### src/rtl/fxp_mac_pkg.sv
`default_nettype none
// ============================================================================
// Module      : fxp_mac_pkg
// Description : Shared types and helpers for the fixed-point dot-product
//               engine: FSM state encoding, accumulator width helper and
//               the saturating narrowing function.
// Ports       : none (package)
// Revision    : 1.0 - initial release
// ============================================================================
package fxp_mac_pkg;

  typedef enum logic [1:0] {
    IDLE  = 2'd0,
    ACC   = 2'd1,
    DRAIN = 2'd2,
    OUT   = 2'd3
  } state_e;

  // Width of the saturation working value; accumulators up to this width are supported.
  localparam int SAT_W = 64;

  // Accumulator width: full product plus enough guard bits for K terms and a sign.
  function automatic int acc_w(input int n, input int k);
    return 2 * n + $clog2(k) + 1;
  endfunction

  // Clamp a wide signed value into an n-bit signed range.
  // Returns {clamped_flag, clamped_value}; the caller keeps the low n bits.
  function automatic logic [SAT_W:0] sat_narrow(input logic signed [SAT_W-1:0] v,
                                                input int n);
    logic signed [SAT_W-1:0] hi;
    logic signed [SAT_W-1:0] lo;
    hi = (64'sd1 <<< (n - 1)) - 64'sd1;
    lo = -(64'sd1 <<< (n - 1));
    if (v > hi) return {1'b1, hi};
    if (v < lo) return {1'b1, lo};
    return {1'b0, v};
  endfunction

endpackage
`default_nettype wire

### src/rtl/fxp_dot_mac_mult.sv
`default_nettype none
// ============================================================================
// Module      : fxp_mult
// Description : Combinational signed N x N radix-4 (Booth) shift-add
//               multiplier. Produces the full 2N-bit product and applies an
//               arithmetic right shift by FRAC (truncation toward -inf).
// Ports       : a_i [N-1:0]  signed multiplicand
//               x_i [N-1:0]  signed multiplier (recoded into N/2 digits)
//               p_o [2N-1:0] product >>> FRAC
// Revision    : 1.0 - initial release
// ============================================================================
module fxp_mult #(
  parameter int N    = 8,
  parameter int FRAC = N - 1
) (
  input  logic [N-1:0]   a_i,
  input  logic [N-1:0]   x_i,
  output logic [2*N-1:0] p_o
);

  localparam int W      = 2 * N;
  localparam int DIGITS = N / 2;

  logic [W-1:0]        w_a_ext;
  logic [W-1:0]        w_part [0:DIGITS];
  logic signed [W-1:0] w_prod;

  assign w_a_ext  = {{N{a_i[N-1]}}, a_i};
  assign w_part[0] = '0;

  genvar gi;
  for (gi = 0; gi < DIGITS; gi++) begin : g_digit
    logic [2:0]   w_trip;
    logic [W-1:0] w_pp;

    // Booth triplet {x[2i+1], x[2i], x[2i-1]}, with an implicit 0 below bit 0.
    if (gi == 0) begin : g_lsb
      assign w_trip = {x_i[1], x_i[0], 1'b0};
    end else begin : g_upper
      assign w_trip = x_i[2*gi+1 : 2*gi-1];
    end

    always_comb begin
      case (w_trip)
        3'b001, 3'b010: w_pp = w_a_ext;
        3'b011:         w_pp = w_a_ext << 1;
        3'b100:         w_pp = -(w_a_ext << 1);
        3'b101, 3'b110: w_pp = -w_a_ext;
        default:        w_pp = '0;
      endcase
    end

    // Modulo-2^W addition is exact here: the true product always fits in W bits.
    assign w_part[gi+1] = w_part[gi] + (w_pp << (2 * gi));
  end

  assign w_prod = w_part[DIGITS];
  assign p_o    = w_prod >>> FRAC;

endmodule
`default_nettype wire

### src/rtl/fxp_dot_mac.sv
`default_nettype none
// ============================================================================
// Module      : fxp_dot_mac
// Description : Streaming signed fixed-point dot-product engine. Accepts K
//               (a, x) pairs, accumulates (a*x)>>>FRAC in a guard-extended
//               register and returns one N-bit result per vector.
//               Optional macro MAC_SAT_EN selects saturating narrowing with
//               an overflow flag; otherwise the result wraps and ovf is 0.
// Ports       : clk, rst (async, active-high)
//               in_valid/in_ready, a, x   operand pair handshake
//               out_valid/out_ready, y    result handshake
//               ovf                       result was clamped
//               busy                      vector in progress
// Revision    : 1.0 - initial release
// ============================================================================
module fxp_dot_mac
  import fxp_mac_pkg::*;
#(
  parameter int N    = 8,
  parameter int K    = 4,
  parameter int FRAC = N - 1
) (
  input  logic         clk,
  input  logic         rst,
  input  logic         in_valid,
  output logic         in_ready,
  input  logic [N-1:0] a,
  input  logic [N-1:0] x,
  output logic         out_valid,
  input  logic         out_ready,
  output logic [N-1:0] y,
  output logic         ovf,
  output logic         busy
);

  localparam int ACC_W = acc_w(N, K);
  localparam int CNT_W = $clog2(K + 1);
  localparam logic [CNT_W-1:0] CNT_LAST = CNT_W'(K - 1);

  state_e                   state_q, state_d;
  logic                     in_ready_q, in_ready_d;
  logic [CNT_W-1:0]         cnt_q, cnt_d;
  logic signed [ACC_W-1:0]  acc_q, acc_d;
  logic [2*N-1:0]           p_q;
  logic                     p_v_q;
  logic [N-1:0]             y_q, y_d;
  logic                     ovf_q, ovf_d;

  logic                     w_accept;
  logic [2*N-1:0]           w_prod;
  logic signed [ACC_W-1:0]  w_sum;
  logic [N-1:0]             w_y;
  logic                     w_ovf;

  fxp_mult #(
    .N    (N),
    .FRAC (FRAC)
  ) u_mult (
    .a_i (a),
    .x_i (x),
    .p_o (w_prod)
  );

  assign w_accept = in_valid && in_ready_q;
  assign w_sum    = acc_q + {{(ACC_W - 2*N){p_q[2*N-1]}}, p_q};

`ifdef MAC_SAT_EN
  assign w_y   = N'(sat_narrow(SAT_W'(w_sum), N));
  assign w_ovf = 1'(sat_narrow(SAT_W'(w_sum), N) >> SAT_W);
`else
  assign w_y   = w_sum[N-1:0];
  assign w_ovf = 1'b0;
`endif

  // State register
  always_ff @(posedge clk or posedge rst) begin
    if (rst) state_q <= IDLE;
    else     state_q <= state_d;
  end

  // Next-state and datapath next values
  always_comb begin
    state_d = state_q;
    cnt_d   = cnt_q;
    acc_d   = acc_q;
    y_d     = y_q;
    ovf_d   = ovf_q;

    if (p_v_q) acc_d = w_sum;

    case (state_q)
      IDLE: begin
        if (w_accept) begin
          cnt_d   = CNT_W'(1);
          state_d = (K == 1) ? DRAIN : ACC;
        end
      end
      ACC: begin
        if (w_accept) begin
          cnt_d = cnt_q + CNT_W'(1);
          if (cnt_q == CNT_LAST) state_d = DRAIN;
        end
      end
      DRAIN: begin
        // The last product is still in p_q; fold it in while narrowing.
        y_d     = w_y;
        ovf_d   = w_ovf;
        state_d = OUT;
      end
      OUT: begin
        if (out_ready) begin
          state_d = IDLE;
          cnt_d   = '0;
          acc_d   = '0;
        end
      end
      default: state_d = IDLE;
    endcase

    // Registered from the next state so in_ready never sees in_valid combinationally.
    in_ready_d = (state_d == IDLE) || (state_d == ACC);
  end

  always_ff @(posedge clk or posedge rst) begin
    if (rst) begin
      in_ready_q <= 1'b0;
      cnt_q      <= '0;
      acc_q      <= '0;
      p_q        <= '0;
      p_v_q      <= 1'b0;
      y_q        <= '0;
      ovf_q      <= 1'b0;
    end else begin
      in_ready_q <= in_ready_d;
      cnt_q      <= cnt_d;
      acc_q      <= acc_d;
      if (w_accept) p_q <= w_prod;
      p_v_q      <= w_accept;
      y_q        <= y_d;
      ovf_q      <= ovf_d;
    end
  end

  assign in_ready  = in_ready_q;
  assign out_valid = (state_q == OUT);
  assign busy      = (state_q != IDLE);
  assign y         = y_q;
  assign ovf       = ovf_q;

endmodule
`default_nettype wire
### config.mk
export PLATFORM = sky130hd
export DESIGN_NAME = fxp_dot_mac
export DESIGN_NICKNAME = d
export VERILOG_FILES = /design/src/rtl/fxp_mac_pkg.sv /design/src/rtl/fxp_dot_mac_mult.sv /design/src/rtl/fxp_dot_mac.sv
export SDC_FILE = /design/constraint.sdc
export NUM_CORES = 1
export LEC_CHECK = 0
export BUFFER_PORTS_ARGS = -buffer_cell sky130_fd_sc_hd__clkbuf_2
export CORE_MARGIN = 2
export CORE_UTILIZATION = 50
export DETAILED_ROUTE_END_ITERATION = 6
export MAX_ROUTING_LAYER = met4
export PLACE_DENSITY = 0.75
export SETUP_SLACK_MARGIN = 0.1
export SLEW_MARGIN = 20
export SYNTH_ARGS = -nofsm -noshare
export SYNTH_HDL_FRONTEND = slang
export SYNTH_SLANG_ARGS = --single-unit
### constraint.sdc
create_clock -name clk -period 2.1 [get_ports clk]
set_clock_uncertainty 0.1 [all_clocks]
set_input_delay 0.315 -clock clk [delete_from_list [all_inputs] [get_ports clk]]
set_output_delay 0.315 -clock clk [all_outputs]
set_load 0.02 [all_outputs]
==> reports/results.txt, run 1 <==
The clock passes through at most 2 buffers. Buffers placed on the I/O ports in this run total 30. Half-perimeter wire length after placement: 9100 um. Compared with the post-synthesis result, the final layout area differs by 41.6%.

Setup slack on the worst reg-to-reg path comes out at -0.29 ns. The class of the tightest hold or removal check was in -> reg. The tools report the leftover overflow at the end of global routing as 0. The number of routed nets with antenna violations was 0; the total DRC errors in the routed layout was 0. The logs give 4 for the first-pass iteration count of the detailed router and 4212 for the via total after detailed routing.

The max-cap violation count was 0; the post-synthesis cell area was 4020 um2. A synthesized cell averages 7.72 um2. The initial antenna violation count is 0. The worst setup path is of the in -> reg kind. The type of element capturing the critical path was a flip-flop. Data arrives at the worst endpoint at 4.36 ns. The share of power burned in the clock network was 0.077; the total power per unit cell area was 997 nW/um2. The checks that failed: setup timing. The fraction of synthesis flops using an asynchronous set or reset pin came out at 1.00. The clock reaches the later pin of the worst-skew pair after 0.28 ns. Entering global routing, the biggest net connects 32 pins. Smallest setup slack after layout: -2.20 ns. For the final design utilization, the log shows 0.734. The top cell type's share of synthesized area is 0.193. Among cell families on the critical path, the largest total delay comes from adder cells.

Data on the critical path is required at its endpoint by 2.16 ns. The clock tree synthesis step divided the H-tree into 2 levels. Row generation in the floorplan step produced 32 rows.

Sequential group share of total power: 0.193. Derived from the worst setup path, the maximum achievable clock frequency is 0.233 GHz. At the end of the flow, the number of nets in the layout was 728. STA classifies the critical path startpoint as an input pin. In the synthesized netlist, the cells that appear most often are sky130_fd_sc_hd__nand2_1 (66), sky130_fd_sc_hd__nor2_1 (47), sky130_fd_sc_hd__o21ai_0 (42). The number of clock buffers added by TritonCTS is 5. Flip-flop and latch count after synthesis: 31. The transition time of the tightest slew-check pin came out at 0.507 ns. Initial cell density of the core: 0.518.

For the net switching power figure, the log shows 2480 uW. In the final routed layout, each cell accounts on average for 15.5 um. Predominant post-synthesis flop cell: sky130_fd_sc_hd__dfrtp_1. The headroom to the max-slew limit is 0.662. The number of global-route vias before repair was 4350.

Number of vias per cell after detailed routing: 5.47. Of all nets on the critical path, the largest fanout is 5. The number of antenna diodes in the final layout is 0. The instance count of the mapped netlist is 521. The number of buffer and inverter stages on the critical path came out at 5. The wire length of the first global-routing pass is 19300 um, and the number of setup violations in the final report is 11.

The root buffer cell chosen for the clock tree is sky130_fd_sc_hd__clkbuf_8. The share of the yosys chip area belonging to registers is 0.193, and the number of warnings printed during yosys synthesis is 0. Largest area contributor in the synthesized netlist: sky130_fd_sc_hd__dfrtp_1.

32 I/O pins were placed. After synthesis, the netlist uses 65 different library cells. The run finished, with violations left. Worst hold margin: 0.303 ns.

Setup repair after global routing could not meet its margin everywhere. Sorting the synthesized cells by area gives the leading types as sky130_fd_sc_hd__dfrtp_1 (19%), sky130_fd_sc_hd__fa_1 (9.5%), sky130_fd_sc_hd__ha_1 (6.8%). After clock tree synthesis, the clock-pin slew on the worst setup and hold paths is 0.06 ns.

The combinational cell fraction of total power was 0.730. The count of flip-flops with a built-in enable after synthesis came out at 0. The fraction of layout cells with a size suffix above 1 was 0.377. Overall die width: 93.7 um.

TritonCTS built the clock tree. The global-route total usage across every layer was 0.281. Most common cell in the netlist: sky130_fd_sc_hd__nand2_1. The critical path's slowest cell is sky130_fd_sc_hd__fa_1.

The worst-case IR drop observed on VDD is 0.454 mV. Cell internal power was estimated by the tool at 3210 uW. The detailed-route wire length is 11900 um, and the overall die height is 93.7 um. The number of pins exceeding their max-slew limit in the final report was 0. The ratio of final minimum period to clock period is 2.05, and the initial DRC count is 121.

The signal on the critical path passes through clkbuf_16, inv_6, ha_4, or3b_4, or3_4, nand2_4, xnor2_2, a22oi_1, a21oi_1, fa_1, inv_1, fa_1, inv_2, ha_4, nor2_1, o211ai_1, buf_4, a31o_4, o41ai_2, xnor2_1, o21ai_1. When the netlist entered floorplanning its net count stood at 582. For this design the static power due to leakage is 0.00274 uW.

At the end of routability-driven placement, the weighted congestion stood at 0.953. The floorplan step defined a core boundary enclosing 7770 um2. Highest cell delay on the worst timing path: 0.52 ns.

The switching part of the total was 0.436; the number of hold violations in the final report was 0. For the die footprint, the log shows 8780 um2. The post-route minimum period was 4.30 ns. For the clock net sink count, the log shows 31. For the number of filler cells placed in the layout, the log shows 583.
registers in the layout, indices dropped and copies added, names as in the netlist:
name,cells
p_v_q,1
acc_q,8
cnt_q,3
state_q,2
y,8
p_q,8
in_ready,1
power groups by stage:
stage                     clock (uW)  sequential [uW]  combinational (uW)
after floorplan                    0             1120                2300
after global routing             469             1130                4550
after detailed placement           0             1100                3400
after CTS                        442             1090                3820
after global placement             0             1080                3200
final                            439             1100                4150
layout make-up:
cell class | count | area (um2) | share of cell area
repair buffers | 174 | 1280 | 0.226
clock buffers | 7 | 76.3 | 0.0134
clock inverters | 1 | 5.00 | 0.000878
multi-input cells | 414 | 3260 | 0.572
inverters | 41 | 171 | 0.0301
flip-flops and latches | 31 | 776 | 0.136
well taps | 102 | 128 | 0.0224
per-stage QoR:
step	cells	setup TNS, ns	area [um2]	power [uW]	setup WS, ns
after floorplan	521	-16.08	4130	3420	-2.31
after global placement	749	-18.58	5230	4280	-2.50
after detailed placement	749	-19.79	5230	4500	-2.60
after CTS	771	-15.96	5610	5350	-2.08
after global routing	770	-18.31	5700	6150	-2.33
final	770	-16.63	5700	5680	-2.20
final timing paths:
path                                           start              endpoint  cells past startpoint
worst max-delay path                            a[0]    p_q[7]$_DFFE_PP0P_                     21
worst min-delay path                       out_ready  state_q[0]$_DFF_PP0_                      3
worst max register to register    acc_q[1]$_DFF_PP0_    acc_q[7]$_DFF_PP0_                      9
worst min register to register  cnt_q[2]$_DFFE_PP0P_  cnt_q[2]$_DFFE_PP0P_                      2
max in group asynchronous                        rst      y[5]$_DFFE_PP0P_                      4
min in group asynchronous                        rst  state_q[1]$_DFF_PP0_                      4
worst register-to-register path, cell delays in order (launching register included):
cell and delay (ns):
sky130_fd_sc_hd__dfrtp_1 0.40, sky130_fd_sc_hd__ha_1 0.31, sky130_fd_sc_hd__a21o_1 0.17, sky130_fd_sc_hd__a21oi_2 0.17, sky130_fd_sc_hd__nor2b_1 0.07, sky130_fd_sc_hd__o21a_1 0.20, sky130_fd_sc_hd__o41ai_2 0.24, sky130_fd_sc_hd__xor2_1 0.16
sky130_fd_sc_hd__or3_1 0.36, sky130_fd_sc_hd__a21oi_2 0.15
routing by layer:
layer	vias up	global-route usage	part of all wire
li1	2094	-	-
met1	1980	0.291	0.39
met2	112	0.532	0.54
met3	26	0.0353	0.041
met4	0	0.117	0.028
met5	-	-	0
layout by cell type (no fill, tap or decap), types with 4 or more instances in the layout:
cell type	instances
sky130_fd_sc_hd__a211oi_1	6
sky130_fd_sc_hd__a21o_1	5
sky130_fd_sc_hd__a21oi_1	32
sky130_fd_sc_hd__a21oi_2	6
sky130_fd_sc_hd__a221oi_1	5
sky130_fd_sc_hd__a22o_1	4
sky130_fd_sc_hd__a22oi_1	4
sky130_fd_sc_hd__a31oi_1	9
sky130_fd_sc_hd__and2_1	4
sky130_fd_sc_hd__buf_4	140
sky130_fd_sc_hd__clkbuf_2	28
sky130_fd_sc_hd__clkbuf_8	5
sky130_fd_sc_hd__dfrtp_1	31
sky130_fd_sc_hd__fa_1	18
sky130_fd_sc_hd__ha_1	15
sky130_fd_sc_hd__ha_4	6
sky130_fd_sc_hd__inv_1	35
sky130_fd_sc_hd__mux2_2	6
sky130_fd_sc_hd__mux2i_1	11
sky130_fd_sc_hd__nand2_1	64
sky130_fd_sc_hd__nand2b_1	7
sky130_fd_sc_hd__nor2_1	41
sky130_fd_sc_hd__nor2b_1	9
sky130_fd_sc_hd__nor3_1	9
sky130_fd_sc_hd__o21ai_0	32
sky130_fd_sc_hd__o21ai_1	10
sky130_fd_sc_hd__xnor2_1	16
sky130_fd_sc_hd__xnor2_2	6
sky130_fd_sc_hd__xor2_1	9
logic make-up (layout without fill, tap and decap cells):
| logic type | Yosys count | after routing | synth area share |
|---|---|---|---|
| AOI/OAI and AO/OA | 143 | 143 | 0.225 |
| xor gates and xnor gates | 35 | 35 | 0.0780 |
| adders and majority gates | 41 | 41 | 0.163 |
| buffers and inverters | 76 | 223 | 0.0765 |
| DFF | 31 | 31 | 0.193 |
| muxes | 21 | 21 | 0.0581 |
| other | 1 | 1 | 0.000932 |
| and+or+nand+nor | 173 | 173 | 0.206 |
timing repair:
action,in CTS,in global routing
pin swaps,29,12
hold buffers,1,0
endpoints found under the hold margin,10,0
resized for setup,38,16
buffers inserted,13,3
endpoints found under the setup margin,13,17
(Power assumes the default switching activity.)
==> inputs of run 2 (changes only) <==
--- a/config.mk
+++ b/config.mk
@@ -7,10 +7,10 @@
 export LEC_CHECK = 0
 export BUFFER_PORTS_ARGS = -buffer_cell sky130_fd_sc_hd__clkbuf_2
 export CORE_MARGIN = 2
-export CORE_UTILIZATION = 50
+export CORE_UTILIZATION = 56
 export DETAILED_ROUTE_END_ITERATION = 6
 export MAX_ROUTING_LAYER = met4
-export PLACE_DENSITY = 0.75
+export PLACE_DENSITY = 0.82
 export SETUP_SLACK_MARGIN = 0.1
 export SLEW_MARGIN = 20
 export SYNTH_ARGS = -nofsm -noshare
==> run 2 against run 1 <==
The flow finishes with violations (hold timing, setup timing). Register-to-register slack got worse by 0.25 ns. Fmax is 0.26% higher. Clock-buffer cell count shrank 1. Final area about the same. Combinational power increased by 7.7%. Non-clock buffer count fell by 6. Critical path depth shrank 2. Setup slack improved by 0.011 ns. Total power rose by 9.5%. First-iteration DRC count rose to 2.5 times the previous value. Critical path type unchanged.
==> reports/results.txt, run 2 (synthesized netlist as in run 1, its figures left out) <==
The congestion estimate from routability-driven global placement came to 0.981. The post-route minimum period came out at 4.29 ns. In this design, the stage delay of the slowest critical-path cell is 0.52 ns.

The number of buffers inserted by port buffering was 30; the combined area of the multi-input logic cells was 3250 um2. The logs give 27 for the number of hold violations in the final report and 5180 um2 for the total placed instance area. The signal on the critical path passes through clkbuf_16, inv_12, ha_4, or3b_4, or3_4, nand2_1, xnor2_1, a221oi_1, a21oi_1, fa_1, inv_1, fa_1, inv_2, ha_4, and3_1, a31o_4, or3_1, nand2_1, o21ai_0.

The HPWL after detailed placement is 9560 um. The leftover overflow at the end of global routing is 0, and the number of buffer and inverter stages on the critical path is 4. The region available for standard cell placement spans 6870 um2. The die covers 7880 um2. The ratio of final minimum period to clock period is 2.04, and the global-route total usage across every layer is 0.355. The initial antenna violation count is 1.

CTS saw 31 sinks. The run gives 5690 um2 as the total non-filler cell area in the finished layout. The logs give 0 for the number of pins exceeding their max-slew limit in the final report and 442 for the number of filler cells placed in the layout. In this run the worst path has a maximum fanout of 4. From left edge to right edge, the die measures 88.8 um. The number of rows created at floorplan is 30, and the smallest setup slack after layout is -2.19 ns. The headroom to the max-slew limit came out at 0.627.

The checks that failed: hold timing, setup timing. IR analysis of the VDD net gives a maximum drop of 0.485 mV. The post-CTS clock slew at the launch and capture registers of the worst setup and hold paths was 0.08 ns; the data arrival at the endpoint of the critical path was 4.34 ns. STA classifies the critical path startpoint as an input pin.

For the final total negative setup slack, the log shows -17.88 ns. The final design utilization was 0.829. The transition time of the tightest slew-check pin was 0.555 ns; the worst hold margin was -0.0204 ns. The sequential cells in the finished layout cover a total of 776 um2. The initial cell density of the core came out at 0.586. Once layout is complete, the cells apart from fillers number 759. The number of vias per cell after detailed routing works out to 6.01.

The critical path's slowest cell was sky130_fd_sc_hd__fa_1. The area added between synthesis and finish was 41.5%; the total power per unit cell area was 1090 nW/um2. Summed over all cells, the static leakage comes to 0.00273 uW. The first-pass iteration count of the detailed router was 5; the overall die height was 88.8 um.

The run gives 304 as the initial DRC count. No sink is reached through more buffers than the 2 on the longest clock path. The critical path is of the in -> reg type. The library cell used most frequently in the layout, excluding fill and tap cells, is sky130_fd_sc_hd__buf_4.

For the max-cap violation count, the log shows 0. For the cell total after placement, the log shows 738. Static timing analysis puts the maximum clock frequency at 0.233 GHz. The maximum level of the CTS H-tree was 2. The maximum number of pins on one net before global-route repair was 32; the total I/O pin count was 32.

The worst setup path is captured at a flip-flop. The total DRC errors in the routed layout is 0. The min-delay analysis places its worst path in the category in -> async. The fraction of layout cells with a size suffix above 1 came out at 0.379.

Wires add up to 14100 um. Total power consumption of the routed design: 6220 uW. Grouping stages by cell kind, the critical path spends the most delay in simple AND/OR/NAND/NOR gates. Once detail routing completed, the nets flagged for antenna violations numbered 0.

Leaving out fill and tap cells, the most frequent cells in the layout are sky130_fd_sc_hd__buf_4 (133), sky130_fd_sc_hd__nand2_1 (64), sky130_fd_sc_hd__nor2_1 (42). The average routed wire per standard cell came out at 18.5 um. For the via total after detailed routing, the log shows 4560. Setup repair after global routing could not meet its margin everywhere. The number of global-route vias before repair is 4517.

TritonCTS built the clock tree. TritonCTS created 5 clock buffers. The flow ran to the end, but the final reports show violations. After the last flow step, the layout net total stands at 722. The later pin in the worst-skew pair is clocked with a latency of 0.30 ns.

For the number of setup violations in the final report, the log shows 13. The wire length of the first global-routing pass is 20900 um. The tree is rooted in a sky130_fd_sc_hd__clkbuf_8. STA puts the critical path data required time at 2.15 ns.
## run 2: changes by cell type in the layout (fill, tap and decap cells not counted), moves of 2 or more
cell	before	now
sky130_fd_sc_hd__clkbuf_1	2	0
sky130_fd_sc_hd__buf_4	140	133
sky130_fd_sc_hd__mux2_2	6	8
sky130_fd_sc_hd__mux2_4	3	1
sky130_fd_sc_hd__buf_6	3	5
sky130_fd_sc_hd__o21ai_1	10	8
## run 2: per-layer routing
layer	track usage	part of all wire	wire length, um	up-vias
li1	-	-	-	2082
met1	0.357	0.36	5140	2177
met2	0.664	0.53	7410	230
met3	0.0448	0.058	816	71
met4	0.182	0.050	707	0
met5	-	0	0	-
## run 2: worst paths after layout
kind                                           start              endpoint  slack [ns]  cells past startpoint
min in group clk                           out_ready  state_q[0]$_DFF_PP0_        0.31                      3
worst min register to register  cnt_q[2]$_DFFE_PP0P_  cnt_q[2]$_DFFE_PP0P_        0.41                      2
worst max register to register    acc_q[1]$_DFF_PP0_      y[7]$_DFFE_PP0P_       -0.54                      9
worst min-delay path                             rst      y[3]$_DFFE_PP0P_       -0.02                      3
worst max-delay path                            a[1]    p_q[5]$_DFFE_PP0P_       -2.19                     19
max in group asynchronous                        rst      y[1]$_DFFE_PP0P_        1.63                      3
## run 2: area by class of cell
type,instances,area share
Timing Repair Buffer,168,0.219
Clock buffer,6,0.0145
Sequential cell,31,0.136
Tap cell,96,0.0211
Clock inverter,2,0.00615
Inverter,41,0.0314
Multi-Input combinational cell,414,0.571
Antenna cell,1,0.000440
## run 2: timing repair
| item | in CTS | in global routing |
|---|---|---|
| hold buffers | 0 | 0 |
| endpoints found under the hold margin | 0 | 0 |
| setup buffers | 9 | 4 |
| pin swaps | 33 | 11 |
| setup endpoints to repair | 14 | 16 |
| resized for setup | 35 | 23 |
## run 2: worst min-delay path: stages
cell and delay [ns]:
sky130_fd_sc_hd__clkbuf_2 0.08, sky130_fd_sc_hd__inv_1 0.05, sky130_fd_sc_hd__buf_4 0.34
## run 2: metrics by stage
step | setup WS, ns | hold WS (ns)
6_report | -2.19 | -0.0204
5_1_grt | -2.33 | 0.0405
4_1_cts | -2.11 | 0.00518
3_5_place_dp | -2.68 | 0.286
3_3_place_gp | -2.50 | 0.285
2_1_floorplan | -2.31 | 0.319
## run 2: power breakdown
part / total (uW) / leakage (uW) / internal, uW / switching (uW)
combinational: 4470 / 0.00229 / 2080 / 2390
sequential: 1140 / 0.000377 / 888 / 247
clock: 616 / 0.0000612 / 384 / 232
==> inputs of run 3 (changes only) <==
--- a/config.mk
+++ b/config.mk
@@ -6,11 +6,13 @@
 export NUM_CORES = 1
 export LEC_CHECK = 0
 export BUFFER_PORTS_ARGS = -buffer_cell sky130_fd_sc_hd__clkbuf_2
+export CAP_MARGIN = 20
 export CORE_MARGIN = 2
-export CORE_UTILIZATION = 56
+export CORE_UTILIZATION = 50
+export CTS_BUF_LIST = sky130_fd_sc_hd__clkbuf_4 sky130_fd_sc_hd__clkbuf_8 sky130_fd_sc_hd__clkbuf_16
 export DETAILED_ROUTE_END_ITERATION = 6
 export MAX_ROUTING_LAYER = met4
-export PLACE_DENSITY = 0.82
+export PLACE_DENSITY = 0.75
 export SETUP_SLACK_MARGIN = 0.1
 export SLEW_MARGIN = 20
 export SYNTH_ARGS = -nofsm -noshare
==> run 3 against run 2 <==
The flow finishes with violations (setup timing). Non-clock buffer count grew 9. Fmax is essentially flat. First-iteration DRC count shrank 63%. Setup slack lost 0.0013 ns. Flip-flop and latch count is the same. Clock power shrank 25%. Global-route usage shrank 7.3 points. Critical endpoint is now p_q[7]$_DFFE_PP0P_. Largest cell class unchanged.
==> reports/results.txt, run 3 (synthesized netlist as in run 1, its figures left out) <==
The setup slack after placement is -2.60 ns, and the half-perimeter wire length after placement is 9100 um. The critical path ends at p_q[7]$_DFFE_PP0P_. The number of pins exceeding their max-slew limit in the final report was 0. The highest metal layer with signal wires is met4. Dividing the detail-routed via count by the number of cells gives 5.46. Counting cells, the worst reg-to-reg path comes to 9.

Leaving out fill and tap cells, the most frequent cells in the layout are sky130_fd_sc_hd__buf_4 (142), sky130_fd_sc_hd__nand2_1 (64), sky130_fd_sc_hd__nor2_1 (40). The library cell used most frequently in the layout, excluding fill and tap cells, is sky130_fd_sc_hd__buf_4. Setup violations remaining at the end of the flow were counted as 11.

In this run, the number of DRC markers left after iteration 0 of detailed routing was 114. The wire length of the first global-routing pass was 19400 um; the max-cap violation count was 0. Launching element type of the critical path: an input pin. In this design, the stage delay of the slowest critical-path cell is 0.52 ns. Worst-case clock buffer depth: 2. The total power per unit cell area was 1010 nW/um2; the data required time of the critical path was 2.16 ns.

For the global-route total usage across every layer, the log shows 0.283. The maximum number of pins on one net before global-route repair is 32, and the share of power burned in the clock network is 0.079. The tree is rooted in a sky130_fd_sc_hd__clkbuf_8. The tools report the first-pass iteration count of the detailed router as 4. Traced cell by cell, the critical path runs through clkbuf_16, inv_6, ha_4, or3b_4, or3_4, nand2_4, xnor2_2, a22oi_1, a21oi_1, fa_1, inv_1, fa_1, inv_2, ha_4, nor2_1, nor2_4, a31o_4, o41ai_2, xnor2_1, o21ai_1. The most critical setup path has its startpoint at a[0].

Number of non-filler instances in the completed layout: 773. The clock reaches the later pin of the worst-skew pair after 0.28 ns. Routability-driven placement finished with a final weighted congestion of 0.953. Summing over every cut layer, the via total after detailed routing is 4219. For this design the static power due to leakage is 0.00277 uW. The smallest setup slack after layout came out at -2.19 ns.

The data arrival at the endpoint of the critical path was 4.35 ns; the largest fanout on the critical path was 5. Buffers inserted during clock tree synthesis total 5. The design draws 5850 uW. The tools report the maximum vdd drop as 0.497 mV. The analysis attributes to net switching a power of 2540 uW. The checks that failed: setup timing. Summing all placed instances gives a cell area of 5230 um2. For the number of hold violations in the final report, the log shows 0.

The number of routed nets with antenna violations came out at 0. The total non-filler cell area in the finished layout is 5800 um2, and the post-CTS clock slew at the launch and capture registers of the worst setup and hold paths is 0.06 ns. Row generation in the floorplan step produced 32 rows. The clock tree synthesis step divided the H-tree into 2 levels. TritonCTS built the clock tree. For the total I/O pin count, the log shows 32. The run gives 563 as the number of filler cells placed in the layout.

The tree built by TritonCTS fans out to 31 sinks. After detailed placement, the design holds a cell count of 749. The class of the most critical setup path was in -> reg. The number of global-route vias before repair was 4364; the detailed-route wire length was 12000 um. In this run the horizontal extent of the chip is 93.7 um.

The run gives 3310 uW as the cell-internal power. The switching part of the total is 0.435, and the number of buffers inserted by port buffering is 30. Counting buffers and inverters, the worst setup path is 20 cells deep.

The highest achievable clock rate is 0.233 GHz. The logs give -0.32 ns for the setup slack of the most critical reg-to-reg path and -16.95 ns for the final total negative setup slack. Total DRC errors in the routed layout: 0. The initial cell density of the core was 0.518; the number of diodes was 0.

The tools report the length of routed wiring on met1 as 4560 um. Beginning of the worst register-to-register path: acc_q[1]$_DFF_PP0_. The floorplan step defined a die boundary enclosing 8780 um2.

The total overflow left after global routing is 0. The tightest min-delay check is of the in -> reg type. The kind of cell with the highest combined delay along the critical path is adder cells. The area added between synthesis and finish was 44.1%; the average routed wire per standard cell was 15.5 um.

The detailed-routed wire length on met3 is 371 um. The overall die height is 93.7 um. In the final design database the tool counted 731 nets.

The capture point of the worst reg-to-reg path is acc_q[7]$_DFF_PP0_. The critical path contains buffers and inverters numbering 4 combined. On the critical path, the stage with the largest delay is an instance of sky130_fd_sc_hd__fa_1. The ratio of final minimum period to clock period was 2.04. STA classifies the critical path endpoint as a flip-flop. Summed over all nets, wire length on met2 after detailed routing comes to 6640 um. The combinational cell fraction of total power came out at 0.733. The sequential group share of total power was 0.188; the placeable core region was 7770 um2. The flow ran to the end, but the final reports show violations. The fraction of layout cells with a size suffix above 1 came out at 0.393. Setup repair after global routing could not meet its margin everywhere.

The worst path in the final design needs a cycle of 4.29 ns, including I/O delays and setup. The run gives 0 as the initial antenna violation count.
==> run 3: layout make-up <==
cell class                      count  area [um2]  area share
Clock buffer                        7        83.8      0.0145
Clock inverter                      1        5.00    0.000863
Inverter                           41         171      0.0296
Multi-Input combinational cell    414        3320       0.573
Sequential cell                    31         776       0.134
Tap cell                          102         128      0.0220
Timing Repair Buffer              177        1310       0.226
==> run 3: worst min path at each step <==
stage	slack, ns	depth (start not counted)	endpoint	from
global route	0.32	3	state_q[0]$_DFF_PP0_	out_ready
finish	0.30	3	state_q[0]$_DFF_PP0_	out_ready
floorplan	0.32	1	acc_q[0]$_DFF_PP0_	rst
CTS	0.30	3	state_q[0]$_DFF_PP0_	out_ready
global placement	0.28	3	state_q[0]$_DFF_PP0_	rst
detailed placement	0.29	3	state_q[1]$_DFF_PP0_	rst
==> run 3: per-layer routing <==
layer,GRT usage,up-vias
li1,-,2100
met1,0.292,1977
met2,0.540,109
met3,0.0337,33
met4,0.111,0
met5,-,-
==> run 3: worst register-to-register path: stages (launching register included) <==
cell                      delay, ns
sky130_fd_sc_hd__dfrtp_1       0.40
sky130_fd_sc_hd__ha_1          0.31
sky130_fd_sc_hd__a21o_1        0.17
sky130_fd_sc_hd__a21oi_2       0.17
sky130_fd_sc_hd__nor2b_1       0.07
sky130_fd_sc_hd__o21a_1        0.20
sky130_fd_sc_hd__o41ai_2       0.24
sky130_fd_sc_hd__xor2_1        0.17
sky130_fd_sc_hd__or3_1         0.35
sky130_fd_sc_hd__a21oi_2       0.16
==> run 3: what timing repair did <==
| action | CTS | global route |
|---|---|---|
| pin swaps | 29 | 13 |
| buffers inserted | 13 | 6 |
| gates resized for setup | 38 | 30 |
| gates cloned | 0 | 0 |
| hold buffers | 1 | 0 |
| hold endpoints to repair | 10 | 0 |
| setup endpoints to repair | 13 | 17 |
==> run 3: power by group through the flow <==
| stage | clock (uW) | sequential (uW) | combinational (uW) |
|---|---|---|---|
| 2_1_floorplan | 0 | 1120 | 2300 |
| 3_3_place_gp | 0 | 1080 | 3200 |
| 3_5_place_dp | 0 | 1100 | 3400 |
| 4_1_cts | 468 | 1090 | 3820 |
| 5_1_grt | 493 | 1130 | 4700 |
| 6_report | 463 | 1100 | 4290 |
==> run 3: per-stage QoR <==
step                       util  hold slack, ns
final                     0.746           0.302
after global routing      0.746           0.323
after CTS                 0.723           0.299
after detailed placement  0.673           0.295
after global placement    0.673           0.283
after floorplan               -           0.319
